$ cat config.mk
export PLATFORM = sky130hd
export DESIGN_NAME = control_display
export DESIGN_NICKNAME = d
export VERILOG_FILES = /design/src/rtl/display_pkg.sv /design/src/rtl/divisor_refresco.sv /design/src/rtl/control_display.sv
export SDC_FILE = /design/constraint.sdc
export NUM_CORES = 1
export LEC_CHECK = 0
export BUFFER_PORTS_ARGS = -buffer_cell sky130_fd_sc_hd__buf_2
export CAP_MARGIN = 15
export CORE_MARGIN = 1
export CORE_UTILIZATION = 50
export CTS_CLUSTER_DIAMETER = 200
export DETAILED_ROUTE_END_ITERATION = 8
export MAX_ROUTING_LAYER = met4
export PLACE_DENSITY = 0.69
export SLEW_MARGIN = 15
export SYNTH_ARGS = -nofsm -noshare
export SYNTH_HDL_FRONTEND = slang
export SYNTH_SLANG_ARGS = --single-unit
$ cat constraint.sdc
create_clock -name clk -period 6.4 [get_ports clk]
set_input_delay 1.28 -clock clk [delete_from_list [all_inputs] [get_ports clk]]
set_output_delay 1.28 -clock clk [all_outputs]
set_load 0.01 [all_outputs]
$ cat src/rtl/display_pkg.sv
// Shared types and width helpers for the multiplexed 7-segment scan controller.
package display_pkg;

   typedef enum logic [1:0] {
      APAGADO,
      BLANQUEO,
      ENCENDIDO
   } estado_t;

   localparam int unsigned N_DIGITOS_DEF    = 4;
   localparam int unsigned DIV_REFRESCO_DEF = 100000;

   // A zero-width vector is illegal, so widths never drop below one bit.
   function automatic int unsigned ancho_min1(int unsigned n);
      return (n > 1) ? $clog2(n) : 1;
   endfunction

   localparam int unsigned CNT_W = $clog2(DIV_REFRESCO_DEF);
   localparam int unsigned IDX_W = ancho_min1(N_DIGITOS_DEF);

endpackage

$ cat src/rtl/divisor_refresco.sv
// Per-digit slot counter: counts 0..DIV_REFRESCO-1 and flags the end of blanking and of the slot.
module divisor_refresco #(
   parameter int unsigned DIV_REFRESCO = 100000,
   parameter int unsigned T_BLANCO     = 1000,
   parameter int unsigned CNT_W        = 17
) (
   input  logic             clk_i,
   input  logic             rst_i,
   input  logic             limpiar_i,
   output logic [CNT_W-1:0] cnt_d_o,
   output logic             fin_slot_o,
   output logic             fin_blanco_o
);

   logic [CNT_W-1:0] cnt_q, cnt_d;

   assign fin_slot_o   = (cnt_q == CNT_W'(DIV_REFRESCO - 1));
   assign fin_blanco_o = (cnt_q == CNT_W'(T_BLANCO - 1));
   assign cnt_d_o      = cnt_d;

   always_comb begin
      cnt_d = cnt_q + 1'b1;
      if (limpiar_i || fin_slot_o) begin
         cnt_d = '0;
      end
   end

   always_ff @(posedge clk_i) begin
      if (rst_i) begin
         cnt_q <= '0;
      end else begin
         cnt_q <= cnt_d;
      end
   end

endmodule

$ cat src/rtl/control_display.sv
// Scan controller: double-buffered BCD value, per-slot blanking, leading-zero suppression,
// active-low anode drive. All outputs are registered from next-state values.
module control_display
   import display_pkg::*;
#(
   parameter int unsigned N_DIGITOS    = 4,
   parameter int unsigned DIV_REFRESCO = 100000,
   parameter int unsigned T_BLANCO     = 1000
) (
   input  logic                   clk,
   input  logic                   rst,
   input  logic                   habilitar,
   input  logic                   carga,
   input  logic [4*N_DIGITOS-1:0] valor,
   input  logic [N_DIGITOS-1:0]   punto,
   input  logic                   supr_ceros,
   output logic [3:0]             digito_bcd,
   output logic [N_DIGITOS-1:0]   anodos,
   output logic                   punto_n,
   output logic                   fin_trama
);

   localparam int unsigned     CntW   = ancho_min1(DIV_REFRESCO);
   localparam int unsigned     IdxW   = ancho_min1(N_DIGITOS);
   localparam logic [IdxW-1:0] IdxUlt = IdxW'(N_DIGITOS - 1);
   localparam logic [CntW-1:0] CntUlt = CntW'(DIV_REFRESCO - 1);

   estado_t                state_q, state_d;
   logic [IdxW-1:0]        idx_q, idx_d;
   logic [CntW-1:0]        cnt_d;
   logic                   fin_slot, fin_blanco, limpiar, inicio_trama;

   logic [4*N_DIGITOS-1:0] pend_valor_q, pend_valor_d, sh_valor_q, sh_valor_d;
   logic [N_DIGITOS-1:0]   pend_punto_q, pend_punto_d, sh_punto_q, sh_punto_d;

   logic [N_DIGITOS-1:0]   anodos_q, anodos_d;
   logic [3:0]             digito_q, digito_d;
   logic                   punto_n_q, punto_n_d;
   logic                   fin_trama_q, fin_trama_d;

   logic [3:0]             nibble;
   logic                   ceros_arriba, apagar;

   divisor_refresco #(
      .DIV_REFRESCO(DIV_REFRESCO),
      .T_BLANCO    (T_BLANCO),
      .CNT_W       (CntW)
   ) u_divisor (
      .clk_i       (clk),
      .rst_i       (rst),
      .limpiar_i   (limpiar),
      .cnt_d_o     (cnt_d),
      .fin_slot_o  (fin_slot),
      .fin_blanco_o(fin_blanco)
   );

   always_comb begin
      state_d      = state_q;
      idx_d        = idx_q;
      limpiar      = 1'b0;
      inicio_trama = 1'b0;
      if (!habilitar) begin
         state_d = APAGADO;
         idx_d   = '0;
         limpiar = 1'b1;
      end else begin
         unique case (state_q)
            APAGADO: begin
               state_d      = BLANQUEO;
               idx_d        = '0;
               limpiar      = 1'b1;
               inicio_trama = 1'b1;
            end
            BLANQUEO: begin
               if (fin_blanco) state_d = ENCENDIDO;
            end
            ENCENDIDO: begin
               if (fin_slot) begin
                  state_d = BLANQUEO;
                  if (idx_q == IdxUlt) begin
                     idx_d        = '0;
                     inicio_trama = 1'b1;
                  end else begin
                     idx_d = idx_q + 1'b1;
                  end
               end
            end
            default: begin
               state_d = APAGADO;
               idx_d   = '0;
               limpiar = 1'b1;
            end
         endcase
      end
   end

   // A strobe on the frame-start edge goes straight to the shadow so it is not a frame late.
   always_comb begin
      pend_valor_d = carga ? valor : pend_valor_q;
      pend_punto_d = carga ? punto : pend_punto_q;
      sh_valor_d   = sh_valor_q;
      sh_punto_d   = sh_punto_q;
      if (inicio_trama) begin
         sh_valor_d = carga ? valor : pend_valor_q;
         sh_punto_d = carga ? punto : pend_punto_q;
      end
   end

   always_comb begin
      nibble       = sh_valor_d[4*int'(idx_d) +: 4];
      ceros_arriba = 1'b1;
      for (int i = 0; i < int'(N_DIGITOS); i++) begin
         if (i >= int'(idx_d) && sh_valor_d[4*i +: 4] != 4'd0) ceros_arriba = 1'b0;
      end
      apagar = (nibble > 4'd9) || (supr_ceros && ceros_arriba && (idx_d != '0));

      anodos_d  = '1;
      digito_d  = '0;
      punto_n_d = 1'b1;
      if (state_d == ENCENDIDO && !apagar) begin
         anodos_d[idx_d] = 1'b0;
         digito_d        = nibble;
         punto_n_d       = ~sh_punto_d[idx_d];
      end
      fin_trama_d = (state_d == ENCENDIDO) && (idx_d == IdxUlt) && (cnt_d == CntUlt);
   end

   always_ff @(posedge clk) begin
      if (rst) begin
         state_q      <= APAGADO;
         idx_q        <= '0;
         pend_valor_q <= '0;
         pend_punto_q <= '0;
         sh_valor_q   <= '0;
         sh_punto_q   <= '0;
         anodos_q     <= '1;
         digito_q     <= '0;
         punto_n_q    <= 1'b1;
         fin_trama_q  <= 1'b0;
      end else begin
         state_q      <= state_d;
         idx_q        <= idx_d;
         pend_valor_q <= pend_valor_d;
         pend_punto_q <= pend_punto_d;
         sh_valor_q   <= sh_valor_d;
         sh_punto_q   <= sh_punto_d;
         anodos_q     <= anodos_d;
         digito_q     <= digito_d;
         punto_n_q    <= punto_n_d;
         fin_trama_q  <= fin_trama_d;
      end
   end

   assign anodos     = anodos_q;
   assign digito_bcd = digito_q;
   assign punto_n    = punto_n_q;
   assign fin_trama  = fin_trama_q;

endmodule

==> results of run 1 <==
-- cell usage after synthesis, types with 3 or more instances --
master    instances
clkbuf_1          7
nor2b_1           5
nor2_1           81
nand2_1          35
inv_1            11
mux2_2            3
and3_1            3
nor3_1           12
o21ai_0          18
dfxtp_1          71
a31oi_1           4
nand3_1          11
a211oi_1          4
xor2_1            9
ha_1              6
nor4_1            5
a21oi_1          10
mux2i_1          25
buf_1             3
xnor2_1          11
buf_2            11
nand4_1           9
-- routing by layer --
metal | vias to the layer above | track usage (%)
li1 | 1455 | -
met1 | 1337 | 32.5
met2 | 98 | 31.9
met3 | 9 | 4.52
met4 | 0 | 8.62
met5 | - | -
-- report_power, final --
part | internal [W] | switching [W]
Clock | 0.000263 | 0.000163
Combinational | 0.0000366 | 0.0000555
Sequential | 0.000459 | 0.00000824
Total | 0.000759 | 0.000227
-- final timing paths --
kind                             end
setup reg to reg       digito_bcd[0]
setup / recovery       digito_bcd[0]
hold / removal    u_divisor.cnt_q[0]
hold reg to reg   u_divisor.cnt_q[0]
-- final cells by class --
type / count / area [sq um]
fill: 563 / 2610
multi-input combinational: 297 / 1840
sequential: 71 / 1420
clock buffer: 14 / 183
timing repair buffer: 35 / 178
tap: 77 / 96.3
clock inverter: 2 / 60.1
inverter: 11 / 41.3
-- sequential cells by signal, indices dropped and copies added (netlist names) --
name,cells
state_q,2
u_divisor.cnt_q,17
anodos,4
fin_trama,1
sh_punto_q,4
pend_valor_q,16
punto_n,1
digito_bcd,4
sh_valor_q,16
idx_q,2
pend_punto_q,4
-- worst reg2reg max path, stage by stage, from the launching register on --
cell and delay [ns]:
dfxtp_1 0.56, and4b_1 0.28, nand4_1 0.24, o21ai_4 0.59, buf_4 0.37, mux2_2 0.38, mux2i_1 0.14, a222oi_1 0.14
o31a_2 0.45, and2b_1 0.17
-- per-stage QoR --
| step | cell area (sq um) | worst slack [ns] |
|---|---|---|
| finish | 3820 | 2.88 |
| global route | 3820 | 2.73 |
| CTS | 3820 | 2.91 |
| detailed placement | 3570 | 2.56 |
| global placement | 3570 | 2.63 |
| floorplan | 3380 | 3.17 |
-- cells by family (layout without fill, tap and decap cells) --
family	after synthesis	after routing	share of synthesized area, %
buf+inv	32	62	3.96
xor+xnor	20	20	5.18
compound gates	62	62	12.7
fa+ha+maj	7	7	2.52
flops	71	71	42.0
simple gates	180	180	25.2
mux	28	28	8.40
==> impl_metrics.csv, run 1 <==
group,metric,value,unit
yosys,ys_async_sr_fraction,0,%
worst_setup_path,worst_setup_path_end_kind,"flop",
place,dp_cells,491,
pwr,power,0.000986,W
worst_setup_path,crit_path_start_kind,"input port",
clock_network,post-cts-setup-buffers,0,
min_path,hp-start,"u_divisor.cnt_q[0]",
grt,grt_use_total,22.9,%
worst_setup_path,r2r_start,"u_divisor.cnt_q[9]",
yosys,synth_top_area_share,42.0,%
min_path,hold_depth,1,
timing,max_clock_freq,284,MHz
clock_network,cts.sinks,71,
finish,final_nets,456,
place,detailed_place_hpwl,5.32,mm
worst_setup_path,crit_required,6.63,ns
finish,final_cell_mix,"81 x nor2_1, 71 x dfxtp_1, 35 x nand2_1",
worst_setup_path,r2r_cells,9,
run_status,violations,"DRC",
finish,fin_cells,507,
clock_network,clk_pin_slew,0.08,ns
floorplanning,die_w,84.2,microns
drt,drt_iter0_markers,151,
floorplanning,die-area,7100,sq um
clock_network,cts_inserted_buffers,9,
yosys,synthCells,400,
timing,holdWs,0.486,ns
worst_setup_path,worstPathArrival,3.75,ns
drt,drc,8,
finish,diodes,0,
timing,tightest_slew,0.841,ns
finish,drive_above_1_share,14.7,%
yosys,yosys_register_bits,71,
pwr,power.density,258,nW/um^2
finish,area_delta_synth_final,12.9,%
drt,vias,2899,
timing,post-route-period-util,55.0,%
drt,ant_nets,0,
clock_network,clk_path_buf_depth,2,
finish,fin_util,59.4,%
grt,grt_pass1_vias,2617,
clock_network,cts_max_level,3,
worst_setup_path,cp_slowest_cell,"o21ai_4",
worst_setup_path,crit_buf_inv,2,
yosys,synth-seq-area-share,42.0,%
timing,tns,0,ns
timing,fin_crit,3.52,ns
grt,antenna_found_initial,0,
run,cap_violations,0,
drt,first_pass_iters,9,
clock_network,cts_root_buf,"clkbuf_8",
drt,via_per_inst,5.72,
clock_network,cts_tree,"built",
grt,grt_first_pass_wirelength,12.5,mm
worst_setup_path,critical-path-top-delay-family,"compound AO/OA/AOI/OAI gates",
yosys,syn_nets,431,
yosys,synth_area,3380,sq um
clock_network,holdBufCountCts,0,
timing,rsz0062_at_grt,"false",
drt,avgRoutedWirePerCell,14.7,microns
floorplanning,die_y,84.2,microns
floorplanning,start_util,52.7,%
worst_setup_path,critPathLaunch,"habilitar",
run_status,status,"finished, violations left",
place,place.gp.congestion,0.867,
min_path,hold_path_class,"flop to flop",
yosys,ys_warn_count,0,
finish,layout_commonest_cell,"nor2_1",
clock_network,post_cts_resized,0,
drt,wl_met1,3.78,mm
timing,setup_viol_count_final,0,
timing,maxSlewViolCount,0,
yosys,synth_cell_type_count,60,
drt,highest_layer,"met4",
worst_setup_path,crit_cells,9,
grt,grt_max_degree,47,
drt,wl_met3,460,microns
yosys,synth-edff-count,0,
timing,slew_headroom,43.9,%
worst_setup_path,max_stage_delay,0.53,ns
worst_setup_path,path_cells,"buf_2 > nand4_1 > o21ai_4 > buf_4 > mux2_2 > mux2i_1 > a222oi_1 > o31a_2 > and2b_1",
timing,fin_skew,0.00910,ns
worst_setup_path,worstPathMaxFanout,28,
floorplanning,ios,35,
place,io_buffers,34,
timing,timing.final.hold_violations,0,
floorplanning,core,6420,sq um
worst_setup_path,worst-setup-path-type,"input port to flop",
yosys,yosysTopAreaCell,"dfxtp_1",
yosys,syn_area_per_cell,8.45,sq um
pwr,leakage,1.49,nW
pwr,peakVddDrop,0.144,mV
drt,totalWireLength,7.45,mm
grt,overflow,0,
yosys,synth_area_leaders,"dfxtp_1 42%, nor2_1 9.0%, mux2i_1 7.4%",
yosys,synthFlopType,"dfxtp_1",
floorplanning,core.rowCount,29,
worst_setup_path,r2r_setup_slack,2.96,ns
drt,wl_met2,3.12,mm
clock_network,clock_latency,0.34,ns
Note: power is estimated with default switching activity, not from simulation.
==> run 2: changes to the inputs <==
- PLACE_DENSITY: 0.69 -> 0.72
- clock period: 6.4 -> 3.05 ns (I/O delays scaled with it)
==> impl_metrics.csv, run 2 (synthesis gave the netlist of run 1 again) <==
group,metric,value,unit
finish,regMostFlops,"u_divisor.cnt_q",
finish,area_delta_synth_final,14.1,%
worst_setup_path,worst-setup-path-type,"flop to flop",
finish,design_area,3860,sq um
worst_setup_path,path_cells,"ha_2 > nand4_1 > nand4b_1 > a21oi_2 > a21oi_1 > nor2_1 > a222oi_1 > buf_4 > or3_1 > o2111ai_1",
finish,final_nets,470,
grt,grt_use_total,23.5,%
timing,setup_viol_count_final,0,
drt,drt_iter0_markers,208,
timing,fin_crit,2.82,ns
grt,overflow,0,
finish,drive_above_1_share,17.4,%
clock_network,clock_latency,0.34,ns
min_path,hold_path_class,"flop to flop",
timing,slew_headroom,71.5,%
place,io_buffers,34,
timing,fin_skew,0.0103,ns
worst_setup_path,cp_slowest_cell,"dfxtp_1",
worst_setup_path,critPathLaunch,"u_divisor.cnt_q[0]",
drt,vias,2858,
floorplanning,core,6420,sq um
pwr,peakVddDrop,0.236,mV
clock_network,clk_path_buf_depth,2,
timing,max_clock_freq,354,MHz
place,dp_cells,504,
worst_setup_path,max_stage_delay,0.39,ns
grt,antenna_found_initial,0,
timing,maxSlewViolCount,0,
finish,multi_input_area,1850,sq um
finish,diodes,0,
timing,layout_setup_ws,0.225,ns
floorplanning,die_w,84.2,microns
clock_network,cts_root_buf,"clkbuf_8",
worst_setup_path,r2r_start,"u_divisor.cnt_q[0]",
timing,timing.final.hold_violations,0,
finish,reg.largest.list,"u_divisor.cnt_q (17), pend_valor_q (16), sh_valor_q (16)",
timing,rsz0062_at_grt,"false",
place,placed_cell_area,3670,sq um
drt,ant_nets,0,
worst_setup_path,worstPathArrival,3.08,ns
clock_network,cts_tree,"built",
floorplanning,ios,35,
place,dp_slack,0.153,ns
clock_network,cts_max_level,3,
timing,tns,0,ns
grt,grt_first_pass_wirelength,12.7,mm
place,detailed_place_hpwl,5.77,mm
drt,drc,6,
run_status,status,"finished, violations left",
finish,final_cell_mix,"81 x nor2_1, 71 x dfxtp_1, 35 x nand2_1",
pwr,leakage,1.53,nW
pwr,power.density,476,nW/um^2
worst_setup_path,crit_required,3.31,ns
worst_setup_path,worstPathMaxFanout,6,
clock_network,holdBufCountCts,0,
finish,fin_cells,520,
finish,regArea,1420,sq um
clock_network,clk_pin_slew,0.07,ns
finish,layout_commonest_cell,"nor2_1",
floorplanning,core.rowCount,29,
run,cap_violations,0,
timing,tightest_slew,0.424,ns
worst_setup_path,crit_path_start_kind,"flop",
grt,grt_max_degree,38,
min_path,hp-start,"u_divisor.cnt_q[0]",
run_status,violations,"DRC",
finish,fill_cells,600,
drt,totalWireLength,7.63,mm
clock_network,cts_inserted_buffers,9,
clock_network,cts.sinks,71,
drt,avgRoutedWirePerCell,14.7,microns
grt,grt_pass1_vias,2617,
floorplanning,start_util,52.7,%
place,place.gp.congestion,0.927,
finish,largest_register_ffs,17,
timing,holdWs,0.479,ns
timing,post-route-period-util,92.6,%
worst_setup_path,worst_setup_path_end_kind,"flop",
drt,via_per_inst,5.50,
floorplanning,die-area,7100,sq um
drt,first_pass_iters,7,
floorplanning,die_y,84.2,microns
run 2: cell count changes in the layout (fill, tap and decap cells not counted), moves of 2 or more:
cell | before | now
clkbuf_8 | 13 | 10
clkinv_2 | 0 | 3
buf_4 | 1 | 15
bufinv_16 | 2 | 0
run 2: worst paths after layout:
check	end	slack, ns	cells after the start
setup / recovery	punto_n	0.23	10
hold / removal	u_divisor.cnt_q[0]	0.48	1
setup reg to reg	punto_n	0.23	10
hold reg to reg	u_divisor.cnt_q[0]	0.48	1
run 2: report_power, final:
| part | switching [W] | total (W) | internal, W | leakage, nW |
|---|---|---|---|---|
| Sequential | 0.0000168 | 0.000981 | 0.000964 | 0.581 |
| Combinational | 0.000123 | 0.000210 | 0.0000869 | 0.863 |
| Clock | 0.000337 | 0.000645 | 0.000309 | 0.0850 |
run 2: per-stage QoR:
step | power, W | util (%)
finish | 0.00184 | 60.1
global route | 0.00193 | 60.1
CTS | 0.00185 | 59.7
detailed placement | 0.00121 | 57.2
global placement | 0.00120 | 57.2
floorplan | 0.00114 | -
run 2: cell type report:
cell class | instances | area share [%]
clock buffers | 11 | 3.67
clock inverters | 4 | 0.584
inverters | 11 | 1.07
multi-input cells | 297 | 48.0
flip-flops and latches | 71 | 36.8
well taps | 77 | 2.50
repair buffers | 49 | 7.33
run 2: critical path: cells and delay by family, from the launching register on:
family,cells,cell delay (ns)
DFF,1,0.39
buffers and inverters,1,0.17
adders and majority gates,1,0.27
and+or+nand+nor,4,1.14
AOI/OAI and AO/OA,4,0.78
run 2: repair_timing:
item,4_1_cts,5_1_grt
setup endpoints to repair,0,8
buffers inserted,0,1
gates resized for setup,0,2
run 2: metal layers:
| metal | up-vias | GRT usage (%) | part of all wire, % |
|---|---|---|---|
| li1 | 1475 | - | - |
| met1 | 1306 | 33.3 | 51 |
| met2 | 68 | 33.9 | 43 |
| met3 | 9 | 3.74 | 5.1 |
| met4 | 0 | 7.99 | 1.3 |
| met5 | - | - | 0 |
